[config.mk]
export PLATFORM = sky130hd
export DESIGN_NAME = audio_i2s_tx
export DESIGN_NICKNAME = d
export VERILOG_FILES = /design/src/rtl/audio_pkg.sv /design/src/rtl/audio_clk_gen.sv /design/src/rtl/audio_i2s_tx.sv
export SDC_FILE = /design/constraint.sdc
export NUM_CORES = 1
export LEC_CHECK = 0
export ABC_AREA = 1
export BUFFER_PORTS_ARGS = -buffer_cell sky130_fd_sc_hd__buf_2
export CAP_MARGIN = 20
export CORE_AREA = 2 2 122 94
export DETAILED_ROUTE_END_ITERATION = 12
export DIE_AREA = 0 0 124 96
export PLACE_DENSITY = 0.56
export SYNTH_ARGS = -nofsm -noshare
export SYNTH_HDL_FRONTEND = slang
export SYNTH_HIERARCHICAL = 1
export SYNTH_SLANG_ARGS = --single-unit
[constraint.sdc]
create_clock -name clk -period 5.1 [get_ports clk]
set_input_delay 0.51 -clock clk [delete_from_list [all_inputs] [get_ports clk]]
set_output_delay 0.51 -clock clk [all_outputs]
set_load 0.05 [all_outputs]
[src/rtl/audio_pkg.sv]
// audio_pkg: shared constants, types and helpers for the I2S transmitter.
//   FRAME_LEN  clk cycles per stereo frame (one LRCLK period)
//   SCLK_DIV   clk cycles per serial bit
//   SLOT_BITS  serial bits per channel slot
//   MCLK_DIV   clk cycles per MCLK period
//   stereo_t   left/right sample pair, samples held right-aligned in MAX_WIDTH bits
//   slot_bit() serial bit for bit position p of a slot sample
package audio_pkg;

  localparam int unsigned FRAME_LEN = 512;
  localparam int unsigned SCLK_DIV  = 8;
  localparam int unsigned SLOT_BITS = 32;
  localparam int unsigned MCLK_DIV  = 2;
  localparam int unsigned MAX_WIDTH = 24;

  localparam int unsigned CNT_W    = $clog2(FRAME_LEN);     // frame counter width
  localparam int unsigned BIT_LSB  = $clog2(SCLK_DIV);      // lowest cnt bit of bit position
  localparam int unsigned POS_W    = $clog2(SLOT_BITS);     // bit position width
  localparam int unsigned MCLK_BIT = $clog2(MCLK_DIV) - 1;
  localparam int unsigned SCLK_BIT = BIT_LSB - 1;

  typedef struct packed {
    logic [MAX_WIDTH-1:0] l;
    logic [MAX_WIDTH-1:0] r;
  } stereo_t;

  typedef enum logic {
    BUF_EMPTY,
    BUF_FULL
  } buf_state_t;

  // I2S: one-bit delay, MSB at p = 1. Left-justified: MSB at p = 0.
  // Positions past the sample width are zero.
  function automatic logic slot_bit(input logic [MAX_WIDTH-1:0] s,
                                    input logic [POS_W-1:0]     p,
                                    input int unsigned          width,
                                    input logic                 lj);
    int unsigned pi;
    slot_bit = 1'b0;
    pi = 32'(p);
    if (lj) begin
      if (pi < width) slot_bit = s[5'(width - 1 - pi)];
    end else begin
      if (pi >= 1 && pi <= width) slot_bit = s[5'(width - pi)];
    end
  endfunction

endpackage

[src/rtl/audio_clk_gen.sv]
// audio_clk_gen: lock synchronizer, frame counter and registered audio clocks.
//   clk        24.576 MHz audio clock
//   rst        asynchronous active-high reset
//   pll_locked PLL lock (asynchronous), synchronized to run
//   cnt        frame counter, 0..FRAME_LEN-1, held at 0 while not running
//   run        synchronized lock
//   frame_load strobe on the last cycle of a frame
//   mclk/sclk/lrclk registered clock outputs, forced low while not running
// Macro AUDIO_I2S_LJ_EN: left-justified build, lrclk high during the left slot.
module audio_clk_gen
  import audio_pkg::*;
(
  input  logic             clk,
  input  logic             rst,
  input  logic             pll_locked,
  output logic [CNT_W-1:0] cnt,
  output logic             run,
  output logic             frame_load,
  output logic             mclk,
  output logic             sclk,
  output logic             lrclk
);

`ifdef AUDIO_I2S_LJ_EN
  localparam logic LR_INV = 1'b1;
`else
  localparam logic LR_INV = 1'b0;
`endif

  logic lock_meta;

  always_ff @(posedge clk or posedge rst) begin
    if (rst) begin
      lock_meta <= 1'b0;
      run       <= 1'b0;
    end else begin
      lock_meta <= pll_locked;
      run       <= lock_meta;
    end
  end

  always_ff @(posedge clk or posedge rst) begin
    if (rst)       cnt <= '0;
    else if (!run) cnt <= '0;
    else           cnt <= cnt + 1'b1;
  end

  assign frame_load = run && (cnt == CNT_W'(FRAME_LEN - 1));

  always_ff @(posedge clk or posedge rst) begin
    if (rst) begin
      mclk  <= 1'b0;
      sclk  <= 1'b0;
      lrclk <= 1'b0;
    end else begin
      mclk  <= run & cnt[MCLK_BIT];
      sclk  <= run & cnt[SCLK_BIT];
      lrclk <= run & (cnt[CNT_W-1] ^ LR_INV);
    end
  end

endmodule

[src/rtl/audio_i2s_tx.sv]
// audio_i2s_tx: stereo I2S transmitter with a one-entry sample holding buffer.
//   clk, rst          24.576 MHz audio clock, asynchronous active-high reset
//   pll_locked        PLL lock (asynchronous)
//   sample_l/r        two's complement samples, WIDTH bits (8..24)
//   sample_valid      pair offered; accepted when sample_ready is high
//   sample_ready      buffer empty and block running
//   mclk/sclk/lrclk   clk/2, clk/8, clk/512
//   sdata             serial data, MSB first, changes with sclk falling
//   underrun          one-cycle pulse when a frame starts with no new pair
// Macro AUDIO_I2S_LJ_EN: left-justified format (MSB at p = 0, lrclk = 1 for left).
module audio_i2s_tx
  import audio_pkg::*;
#(
  parameter int unsigned WIDTH = 16
) (
  input  logic             clk,
  input  logic             rst,
  input  logic             pll_locked,
  input  logic [WIDTH-1:0] sample_l,
  input  logic [WIDTH-1:0] sample_r,
  input  logic             sample_valid,
  output logic             sample_ready,
  output logic             mclk,
  output logic             sclk,
  output logic             lrclk,
  output logic             sdata,
  output logic             underrun
);

`ifdef AUDIO_I2S_LJ_EN
  localparam logic LJ_MODE = 1'b1;
`else
  localparam logic LJ_MODE = 1'b0;
`endif

  logic [CNT_W-1:0] cnt;
  logic             run;
  logic             frame_load;
  logic             accept;
  buf_state_t       buf_state, buf_next;
  stereo_t          buf_q, cur_q, in_pair;

  audio_clk_gen u_clk_gen (
    .clk        (clk),
    .rst        (rst),
    .pll_locked (pll_locked),
    .cnt        (cnt),
    .run        (run),
    .frame_load (frame_load),
    .mclk       (mclk),
    .sclk       (sclk),
    .lrclk      (lrclk)
  );

  always_comb begin
    in_pair   = '0;
    in_pair.l = MAX_WIDTH'(sample_l);
    in_pair.r = MAX_WIDTH'(sample_r);
  end

  assign sample_ready = run && (buf_state == BUF_EMPTY);
  assign accept       = sample_valid && sample_ready;

  // An accept on the frame-load cycle bypasses the buffer, so it stays empty.
  always_comb begin
    buf_next = buf_state;
    if (!run) begin
      buf_next = BUF_EMPTY;
    end else begin
      case (buf_state)
        BUF_EMPTY: if (accept && !frame_load) buf_next = BUF_FULL;
        BUF_FULL:  if (frame_load)            buf_next = BUF_EMPTY;
        default:                              buf_next = BUF_EMPTY;
      endcase
    end
  end

  always_ff @(posedge clk or posedge rst) begin
    if (rst) buf_state <= BUF_EMPTY;
    else     buf_state <= buf_next;
  end

  always_ff @(posedge clk or posedge rst) begin
    if (rst) begin
      buf_q    <= '0;
      cur_q    <= '0;
      underrun <= 1'b0;
    end else begin
      underrun <= frame_load && (buf_state == BUF_EMPTY) && !accept;
      if (accept && !frame_load) buf_q <= in_pair;
      if (frame_load) begin
        if (buf_state == BUF_FULL) cur_q <= buf_q;
        else if (accept)           cur_q <= in_pair;
      end
    end
  end

  // Updated once per serial bit, on the cycle the low counter bits are zero,
  // which lines the registered output up with the registered sclk falling.
  always_ff @(posedge clk or posedge rst) begin
    if (rst) begin
      sdata <= 1'b0;
    end else if (!run) begin
      sdata <= 1'b0;
    end else if (cnt[BIT_LSB-1:0] == '0) begin
      sdata <= slot_bit(cnt[CNT_W-1] ? cur_q.r : cur_q.l,
                        cnt[CNT_W-2:BIT_LSB], WIDTH, LJ_MODE);
    end
  end

endmodule

==> run_results.csv <==
group,metric,value,unit
clocking,clk_path_buf_depth,2,
grt,grt_util_all_layers,14.9,%
clocking,cts-root-buf,"clkbuf_16",
timing,skew,6.86,ps
die,die_x,124,µm
clocking,hold_buffers,0,
logic_synthesis,synth_top_area_share,51.0,%
timing,hold_viol_final,0,
timing,fin_crit_sh,49.7,%
critical_path,crit_path_end_kind,"flip-flop",
critical_path,start_kind,"flip-flop",
cells_and_area,antennaDiodeCount,0,
critical_path,max_stage_delay,660,ps
logic_synthesis,yosys.cell_count.top_type,"nand2_1",
timing,setup-tns-final,0,ps
critical_path,worstPathCellList,"nand2_1, nor2_2, nand2_1, nor2_1, ha_1, nand2_1, inv_1, inv_1, nor2_4, buf_16, nand2_1, o21ai_0",
die,num_rows,33,
placement,hpwl,5.30,mm
cells_and_area,synthToLayoutAreaGrowth,13.3,%
logic_synthesis,ys.flop_type,"dfrtp_1",
run_status,status,"finished clean",
grt,antenna_found_initial,0,
logic_synthesis,synth_area,3980,µm²
timing,relSlewSlack,35.0,%
grt,overflow,0,
critical_path,cp_slowest_cell,"dfrtp_1",
logic_synthesis,yosysSeqAreaShare,51.0,%
logic_synthesis,synthTopCellsByCount,"147 x nand2_1, 93 x o21ai_0, 83 x inv_1, 81 x dfrtp_1, 31 x nand3_1",
logic_synthesis,synth_nets,549,
timing,max_freq,395,MHz
detailed_routing,route.detailed.wl_per_inst,11.4,µm
clocking,clk_latency,340,ps
placement,io_buffers,41,
cells_and_area,largestRegisters,"buf_q: 32 flops, cur_q: 32 flops, u_clk_gen/cnt: 9 flops",
detailed_routing,drt_iter0_markers,186,
logic_synthesis,syn_area_per_cell,7.83,µm²
cells_and_area,multi_input_area,1480,µm²
clocking,cts_max_level,3,
logic_synthesis,syn_inst,508,
logic_synthesis,synthDistinctLibCells,28,
timing,fin_crit,2530,ps
die,initial_utilization,37.0,%
critical_path,worst-path-max-fanout,33,
logic_synthesis,synth_async_sr_flop_share,100,%
clocking,cts_tree,"built",
detailed_routing,wl,7.76,mm
run,drv_cap,0,
cells_and_area,ff_latch_area,2030,µm²
timing,rsz0062_at_grt,"false",
clocking,clk_pin_slew,60,ps
placement,place_area,4220,µm²
cells_and_area,nFillCells,1147,
critical_path,worstPathArrival,2780,ps
logic_synthesis,ys_ff_latch,81,
critical_path,path_class,"flip-flop to flip-flop",
die,ioPinCount,42,
grt,grt_max_degree,68,
logic_synthesis,synth-edff-count,0,
die,die_h,96,µm
grt,grt_pass1_wl,13.6,mm
detailed_routing,vias_per_cell,4.58,
clocking,post-cts-setup-buffers,0,
logic_synthesis,synth_top_cell_by_area,"dfrtp_1",
placement,gp_congestion,0.811,
logic_synthesis,synth_area_leaders,"dfrtp_1 51%, nand2_1 14%, o21ai_0 12%",
timing,slew_violations,0,
cells_and_area,fin_nets,578,
power,p_total,1400,µW
power,vdd_ir_drop_max,0.000212,V
detailed_routing,dr.pass1.iters,4,
timing,worst_slew_pin_slew,975,ps
clocking,cts.sinks,81,
cells_and_area,drive_gt1_share,12.8,%
detailed_routing,num_vias,3111,
die,core_area,10700,µm²
min_path,holdCritPathClass,"primary input to async pin",
power,p_per_area,311,nW/µm²
detailed_routing,ant_nets,0,
cells_and_area,design_area,4510,µm²
timing,setup_viol_count_final,0,
clocking,cts_resized,0,
critical_path,crit_top_cell,"nand2_1",
clocking,cts_inserted_buffers,9,
logic_synthesis,ys.warnings.count,6,
critical_path,required,5350,ps
die,die_area,11900,µm²
detailed_routing,drcViolationCount,0,
power,p_leak,0.00226,µW
grt,grt_pass1_vias,2975,
[cell usage in the layout (no fill, tap or decap)]
cell / n
buf_16: 1
clkbuf_16: 9
nor3_1: 3
clkbuf_8: 1
buf_2: 41
o21ai_0: 93
nand3_2: 2
buf_4: 1
inv_1: 82
nor2_4: 2
nor2_1: 12
nand3_1: 31
nor3_2: 1
a21oi_2: 1
dfrtp_1: 80
nand3_4: 1
o21ai_1: 4
o211ai_1: 1
and3b_1: 1
clkbuf_1: 3
clkinv_2: 1
dfrtp_2: 1
inv_2: 3
nor3b_1: 1
ha_1: 5
nor2_2: 3
a21oi_1: 6
inv_4: 1
nand3b_1: 1
xnor2_1: 1
nand2_1: 147
[area by class of cell]
class	count	area share [%]
flip-flops and latches	81	45.0
inverters	86	7.22
clock buffers	13	5.55
well taps	140	3.89
repair buffers	43	5.33
clock inverters	1	0.111
multi-input cells	316	32.9
[per-layer routing]
| layer | vias up | part of all wire (%) | global-route usage, % |
|---|---|---|---|
| met5 | - | 0 | 0 |
| met2 | 40 | 44 | 22.6 |
| met3 | 11 | 3.4 | 4.09 |
| met4 | 0 | 1.5 | 5.62 |
| met1 | 1427 | 51 | 20.3 |
| li1 | 1633 | - | - |
[critical path, delay by kind of cell, from the launching register on]
kind	cells	cell delay [ps]
AOI/OAI and AO/OA	1	80
adders and majority gates	1	150
DFF	1	660
buffers and inverters	3	460
and+or+nand+nor	7	1110
[path summary, 6_finish.rpt]
path                                     start                  end  slack [ps]  cells past startpoint
max reg2reg                   u_clk_gen/cnt[3]            cur_q[11]        2570                     12
max in group asynchronous                  rst            buf_q[10]        4120                      3
min                                        rst       u_clk_gen/mclk         220                      2
min reg2reg                u_clk_gen/lock_meta        u_clk_gen/run         350                      0
min in group clk                    pll_locked  u_clk_gen/lock_meta         280                      1
max                           u_clk_gen/cnt[3]            cur_q[11]        2570                     12
[stage by stage]
step / utilization, % / hold WS (ps) / worst slack, ps / std cells
2_1_floorplan: - / 331 / 2910 / 508
6_report: 42.0 / 222 / 2570 / 680
5_1_grt: 42.0 / 256 / 2240 / 680
3_5_place_dp: 39.3 / 337 / 2300 / 665
4_1_cts: 41.7 / 236 / 2260 / 679
3_3_place_gp: 39.3 / 336 / 2470 / 665
[report_power, final]
part	internal [µW]	total [µW]	switching [µW]
Combinational	42.1	110	68.3
Clock	337	569	232
Sequential	687	721	33.6
[cells by family (layout without fill, tap and decap cells)]
family | after synthesis | in the layout | share of synthesized area, %
AND/OR/NAND/NOR | 205 | 205 | 22.0
adder cells (fa/ha/maj) | 5 | 5 | 1.57
AO/OA/AOI/OAI | 105 | 105 | 13.4
XOR/XNOR | 1 | 1 | 0.220
buffers and inverters | 111 | 143 | 11.9
flip-flops | 81 | 81 | 51.0
Note: power is estimated with default switching activity, not from simulation.
